File: config.mk
export PLATFORM = sky130hd
export DESIGN_NAME = seg7_serial_tx
export DESIGN_NICKNAME = d
export VERILOG_FILES = /design/src/rtl/seg7_serial_tx.sv
export SDC_FILE = /design/constraint.sdc
export NUM_CORES = 1
export LEC_CHECK = 0
export BUFFER_PORTS_ARGS = -buffer_cell sky130_fd_sc_hd__buf_2
export CORE_ASPECT_RATIO = 1.1
export CORE_UTILIZATION = 50
export DETAILED_ROUTE_END_ITERATION = 8
export GPL_TIMING_DRIVEN = 0
export HOLD_SLACK_MARGIN = 0.08
export PLACE_DENSITY = 0.76
export RECOVER_POWER = 25
export SKIP_CTS_REPAIR_TIMING = 1
export SYNTH_ARGS = -nofsm -noshare
export SYNTH_HDL_FRONTEND = slang
export SYNTH_SLANG_ARGS = --single-unit
export TNS_END_PERCENT = 1
File: constraint.sdc
create_clock -name clk -period 2.3 [get_ports clk]
set_clock_uncertainty 0.1 [all_clocks]
set_input_delay 0.23 -clock clk [delete_from_list [all_inputs] [get_ports clk]]
set_output_delay 0.23 -clock clk [all_outputs]
set_load 0.05 [all_outputs]
File: src/rtl/seg7_serial_tx.sv
// seg7_serial_tx: shifts a WIDTH-bit segment pattern MSB-first into the
// external seven-segment shift-register chain over a 4-wire bus
// sout = {sclk, sclrn, sdat, spen}.
//
// The block uses a start/busy/done handshake. sclk is generated from clk,
// with each sclk half-period lasting CLK_DIV clk cycles.
//
// Optional feature: define SEG7_TX_CHANGE_DETECT_EN to start a transfer
// automatically, without a start pulse, whenever pdata differs from the
// pattern last sent.
module seg7_serial_tx #(
  parameter int WIDTH   = 64,
  parameter int CLK_DIV = 2
) (
  input  logic             clk,
  input  logic             rst,
  input  logic [WIDTH-1:0] pdata,
  input  logic             start,
  output logic             busy,
  output logic             done,
  output logic [3:0]       sout
);

  localparam int CNT_W = $clog2(WIDTH);
  localparam int DIV_W = (CLK_DIV > 1) ? $clog2(CLK_DIV) : 1;
  localparam logic [CNT_W-1:0] LAST_BIT = CNT_W'(WIDTH - 1);
  localparam logic [DIV_W-1:0] DIV_LAST = DIV_W'(CLK_DIV - 1);

  typedef enum logic {ST_IDLE,  ST_SHIFT} state_e;
  typedef enum logic {PH_LOW,   PH_HIGH}  phase_e;

  state_e            state_q, state_d;
  phase_e            phase_q, phase_d;
  logic [DIV_W-1:0]  div_q, div_d;
  logic [CNT_W-1:0]  bitcnt_q, bitcnt_d;
  logic [WIDTH-1:0]  shadow_q, shadow_d;
  logic              sclk_q, sclk_d;
  logic              sclrn_q, sclrn_d;
  logic              sdat_q, sdat_d;
  logic              spen_q, spen_d;
  logic              busy_q, busy_d;
  logic              done_q, done_d;

  logic              req;
  logic              tick;
  logic              last_fall;

`ifdef SEG7_TX_CHANGE_DETECT_EN
  logic [WIDTH-1:0]  last_sent_q, last_sent_d;

  // A changed pattern acts like an implicit start request.
  assign req = start | (pdata != last_sent_q);
`else
  assign req = start;
`endif

  // tick marks the last clk cycle of an sclk half-period.
  assign tick      = (div_q == DIV_LAST);
  // last_fall marks the sclk fall that ends the final bit.
  assign last_fall = tick && (phase_q == PH_HIGH) && (bitcnt_q == LAST_BIT);

  // State register and all datapath/output registers.
  // NOTE: every register, including the shadow pattern, is reset. This makes
  // the bus come out of reset in a defined state with no X on sdat.
  always_ff @(posedge clk or posedge rst) begin
    if (rst) begin
      state_q     <= ST_IDLE;
      phase_q     <= PH_LOW;
      div_q       <= '0;
      bitcnt_q    <= '0;
      shadow_q    <= '0;
      sclk_q      <= 1'b0;
      sclrn_q     <= 1'b0;
      sdat_q      <= 1'b0;
      spen_q      <= 1'b0;
      busy_q      <= 1'b0;
      done_q      <= 1'b0;
`ifdef SEG7_TX_CHANGE_DETECT_EN
      last_sent_q <= '0;
`endif
    end else begin
      // NOTE: use non-blocking assignments so that all registers update
      // together from the old values.
      state_q     <= state_d;
      phase_q     <= phase_d;
      div_q       <= div_d;
      bitcnt_q    <= bitcnt_d;
      shadow_q    <= shadow_d;
      sclk_q      <= sclk_d;
      sclrn_q     <= sclrn_d;
      sdat_q      <= sdat_d;
      spen_q      <= spen_d;
      busy_q      <= busy_d;
      done_q      <= done_d;
`ifdef SEG7_TX_CHANGE_DETECT_EN
      last_sent_q <= last_sent_d;
`endif
    end
  end

  // Next state: leave IDLE on a request; return to IDLE after the final sclk fall.
  always_comb begin
    state_d = state_q;
    unique case (state_q)
      ST_IDLE:  if (req)       state_d = ST_SHIFT;
      ST_SHIFT: if (last_fall) state_d = ST_IDLE;
      default:                 state_d = ST_IDLE;
    endcase
  end

  // Outputs and datapath next values: load on acceptance, then toggle sclk
  // and shift the pattern once per full sclk period.
  always_comb begin
    // NOTE: give every signal a default value first. A path that does not
    // assign a signal would otherwise infer a latch.
    phase_d  = phase_q;
    div_d    = div_q;
    bitcnt_d = bitcnt_q;
    shadow_d = shadow_q;
    sclk_d   = sclk_q;
    sclrn_d  = 1'b1;
    sdat_d   = sdat_q;
    spen_d   = spen_q;
    busy_d   = busy_q;
    done_d   = 1'b0;
`ifdef SEG7_TX_CHANGE_DETECT_EN
    last_sent_d = last_sent_q;
`endif
    unique case (state_q)
      ST_IDLE: begin
        spen_d = 1'b1;
        sclk_d = 1'b0;
        if (req) begin
          shadow_d = pdata;
          sdat_d   = pdata[WIDTH-1];
          busy_d   = 1'b1;
          spen_d   = 1'b0;
          div_d    = '0;
          bitcnt_d = '0;
          phase_d  = PH_LOW;
`ifdef SEG7_TX_CHANGE_DETECT_EN
          last_sent_d = pdata;
`endif
        end
      end
      ST_SHIFT: begin
        if (!tick) begin
          div_d = div_q + DIV_W'(1);
        end else begin
          div_d = '0;
          if (phase_q == PH_LOW) begin
            // The external chain samples sdat on this rising edge.
            sclk_d  = 1'b1;
            phase_d = PH_HIGH;
          end else if (bitcnt_q == LAST_BIT) begin
            sclk_d  = 1'b0;
            phase_d = PH_LOW;
            busy_d  = 1'b0;
            done_d  = 1'b1;
            spen_d  = 1'b1;
          end else begin
            sclk_d   = 1'b0;
            shadow_d = shadow_q << 1;
            sdat_d   = shadow_q[WIDTH-2];
            bitcnt_d = bitcnt_q + CNT_W'(1);
            phase_d  = PH_LOW;
          end
        end
      end
      default: ;
    endcase
  end

  assign busy = busy_q;
  assign done = done_q;
  assign sout = {sclk_q, sclrn_q, sdat_q, spen_q};

endmodule

# After elaboration in Yosys (flattened, before gate mapping)
# Cells that the tools add are included.
[totals] ff_bits=78 inputBits=67
[classes] add_sub_neg=2 eq_ne=6 muxes=39 bitwise=1 reduce_logical=6
[op_table] cell="2-to-1 mux 63 bit" n=4
[op_table] cell="case mux 63 bit (2 select lines)" n=1
[op_table] cell="2-to-1 mux 6 bit" n=4
[op_table] cell="2-to-1 mux 1 bit" n=22
[op_table] cell="case mux 1 bit (2 select lines)" n=7
[op_table] cell="case mux 6 bit (2 select lines)" n=1
[op_table] cell="AND reduction 4 bit" n=2
[op_table] cell="adder 6 x 1 -> 6 bit (second input constant)" n=1
[op_table] cell="equality test 6 bit (second input constant)" n=1
[op_table] cell="!= test 2 x 1 -> 1 bit (second input constant)" n=3
[op_table] cell="!= test 2 bit (second input constant)" n=2
[op_table] cell="AND reduction 3 bit" n=1
[op_table] cell="logical AND 1 bit" n=2
[op_table] cell="AND reduction 2 bit" n=1
[op_table] cell="adder 1 bit (second input constant)" n=1
[op_table] cell="NOT 1 bit" n=1

# Longest topological paths before layout
[logic_depth] ltp_word=5 mapped_depth=6 depth_no_buf=5

# Worst setup path before layout
# No wires, ideal clock.
[synth_path] path_kind="register to register" start="reg bitcnt_q[0]" end="reg shadow_q[42]" t_arrival_ns=1.437 path_slack_ns=0.638 stages_incl_launch_ff=7 synth_period_minus_slack_ns=1.662 path_cell_list="dfrtp_1 -> ha_1 -> nand2_1 -> o21ai_4 -> nand2_4 -> buf_6 -> mux2_2"
[synth_between] elab_chain_cells=3
[synth_rtl] item="start: declaration" line="35" source="logic [CNT_W-1:0] bitcnt_q, bitcnt_d;"
[synth_rtl] item="start signal: assignment" line="87" source="bitcnt_q <= bitcnt_d;"
[synth_rtl] item="equality test 6 bit" line="155" source="end else if (bitcnt_q == LAST_BIT) begin"
[synth_rtl] item="!= test 2 bit (no line)"
[synth_rtl] item="AND reduction 4 bit (no line)"
[synth_rtl] item="end signal: assignment" line="88" source="shadow_q <= shadow_d;"
[synth_rtl] item="end: declaration" line="36" source="logic [WIDTH-1:0] shadow_q, shadow_d;"
# No other way between the ends.
# A chain may end at the register's enable or synchronous reset.

# Worst setup path in the final report
[layout_path] start="reg state_q" end="reg shadow_q[55]"
[layout_between] elab_chain_cells=3
[layout_rtl] item="start: declaration" line="32" source="state_e state_q, state_d;"
[layout_rtl] item="start signal: assignment" line="84" source="state_q <= state_d;"
[layout_rtl] item="NOT 1 bit"
[layout_rtl] item="!= test 2 bit (no line)"
[layout_rtl] item="AND reduction 4 bit (no line)"
# Several ways; a longest one is shown, not always the timed one.

==> impl_results.md <==
- DP Cell Count: 455
- Sw Ratio: 22.6%
- Area of the multi-input gates: 0.00177 sq mm
- Number of buffers created by CTS: 9
- Clock slew at reported path FFs: 80 ps
- Worst Tran Pin Value: 833 ps
- Fin cells: 474
- Routed via count: 2421
- Worst hold slack: 135 ps
- Crit-path cells: buf_2, clkbuf_1, mux2_2, mux2_2
- Vias per cell: 5.11
- First-pass GRT wire length: 11.3 mm
- Largest net degree at the start of global routing: 42
- CP max stage delay: 490 ps
- Area Overhead vs Synth: 18.9%
- Core area: 0.00747 sq mm
- Drt wl/cell: 14.5 um
- Initial antenna violation count: 0
- Mapped Area: 0.00387 sq mm
- Pleak: 2.12 nW
- Pre-CTS setup slack: 388 ps
- I/O pins: 73
- Fin. max-slew vios: 0
- Async set-reset flop share out of synthesis: 100%
- Crit end category: register
- Crit path kind: register to register
- Top cells by count, synth: 111 x mux2_2, 78 x dfrtp_1, 15 x mux2_4, 7 x nand2_1, 6 x buf_6
- Crit-path most repeated cell: mux2_2
- Data required, critical path: 2430 ps
- Post-synthesis cell count: 277
- Design area: 0.00460 sq mm
- H-tree levels: 3
- Ys flop type: dfrtp_1
- Final antenna-violating net count: 0
- Fill cells: 611
- Clk network pwr share: 38.0%
- Site row count: 33
- Number of iterations in the first detailed-routing pass: 4
- Slowest CP cell: clkbuf_1
- Final Hold Viols: 0
- WP data arrival: 2070 ps
- Yosys top cell area share: 50.4%
- VDD IR-drop max: 0.290 mV
- Clk buf depth: 2
- Final Util: 61.6%
- Most common cell in the netlist: mux2_2
- Status: completed
- Fin crit share: 84.3%
- Register bit count reported by yosys: 78
- Fmax: 516 MHz
- Number of flops mapped to enable cells by yosys: 0
- CP Launch Type: register
- DIE AREA: 0.00810 sq mm
- Tot GR Track Use: 18.4%
- Gpl congestion: 0.751
- Tot Pwr: 2.63 mW
- Final setup viols: 0
- Synth area leaders: dfrtp_1 50%, mux2_2 32%, mux2_4 5.8%, buf_6 1.7%, buf_4 0.78%
- Vias in the first global route: 2471
- Storage element area: 0.00195 sq mm
- Clock sink total: 78
- TritonCTS clock tree: built
- Internal: 2.04 mW
- Comb pwr share: 7.4%
- Hold Crit Class: input port to register
- Max cap viols: 0
- Yosys warns: 0
- RSZ-0062 raised after global routing: no
- Initial Util: 51.8%
- Area leader, netlist: dfrtp_1
- Share of power burned in registers: 54.7%
- Post-Syn Nets: 345
- Share of cells above drive strength 1: 61.5%
- DR DRC count: 0
- Buffers on Ports: 72
- Overflow after GRT: 0
- Sequential area share after synthesis: 50.4%
- Area after DPL: 0.00439 sq mm
- Switching pwr: 0.595 mW
- N_diodes: 0
- Worst Slack Setup Final: 362 ps
- Critical Path Fanout Max: 10
- Post-Synthesis Mean Instance Area: 14.0 sq um
- Post-DP HPWL: 4.88 mm
- Die outline height: 94.3 um
- Clk Latency, worst-skew pair: 350 ps
- Pwr dens: 572 mW/mm^2
- Max_slew headroom: 44.4%
- Post-synth cell types: 34
- Post-Route WL: 6.89 mm
- Drt initial violations: 59
- Post-Route Setup TNS: 0 ps
- CTS root buffer: clkbuf_8
- Final min period: 1940 ps
- DIE WIDTH: 85.9 um
- Final Net Count: 432
area by class of cell:
| class | instances | area share (%) |
|---|---|---|
| inverters | 5 | 0.489 |
| plain buffers | 19 | 2.91 |
| clock buffers | 11 | 2.85 |
| clock inverters | 5 | 1.30 |
| repair buffers | 76 | 8.81 |
| flip-flops and latches | 78 | 42.4 |
| multi-input cells | 175 | 38.4 |
| well taps | 105 | 2.85 |
cells by family after synthesis:
family | Yosys count | share of synthesized area, %
AO/OA/AOI/OAI | 17 | 2.91
flip-flops | 78 | 50.4
buffers and inverters | 24 | 3.94
adder cells (fa/ha/maj) | 1 | 0.323
multiplexers | 127 | 38.4
other | 1 | 0.0969
AND/OR/NAND/NOR | 29 | 3.94
worst max-delay path: cells and delay by family, from the launching register on:
family,cells,cell delay (ps)
buffers and inverters,2,730
flip-flops,1,320
multiplexers,2,670
placed cells by master, fill, tap and decap left out, drive strengths merged, types with 3 or more instances in the layout:
cell / count
nand2: 9
inv: 4
o21ai: 6
clkinvlp: 5
dlygate4sd3: 3
a21oi: 4
mux2: 126
nand3: 6
dfrtp: 78
nor2: 5
clkbuf: 21
a31oi: 3
nand2b: 3
buf: 82
power groups by stage:
stage,Sequential (mW),Combinational (mW),Clock [mW]
2_1_floorplan,1.46,0.117,0
3_3_place_gp,1.46,0.185,0
3_5_place_dp,1.47,0.195,0
4_1_cts,1.44,0.196,1.03
5_1_grt,1.45,0.217,1.08
6_report,1.44,0.194,1.00
worst paths after layout:
path	start	to	slack (ps)	cells after the start
min	pdata[1]	shadow_q[1]	140	3
min in group asynchronous	rst	shadow_q[29]	490	3
max reg2reg	state_q	shadow_q[55]	360	4
min reg2reg	shadow_q[3]	shadow_q[3]	400	1
max in group asynchronous	rst	shadow_q[38]	940	4
max	state_q	shadow_q[55]	360	4
state kept, by name (all words and copies together), names as in the netlist:
| signal | flops |
|---|---|
| busy | 1 |
| sclrn_q | 1 |
| shadow_q | 63 |
| div_q | 1 |
| done | 1 |
| spen_q | 1 |
| sclk_q | 1 |
| sdat_q | 1 |
| phase_q | 1 |
| state_q | 1 |
| bitcnt_q | 6 |
layer usage:
| metal | routed length (um) | track usage, % |
|---|---|---|
| met3 | 265 | 3.60 |
| met5 | 0 | 0 |
| met1 | 2940 | 21.5 |
| met2 | 3560 | 31.8 |
| met4 | 125 | 9.58 |
Power figures use the tool's default switching activity.
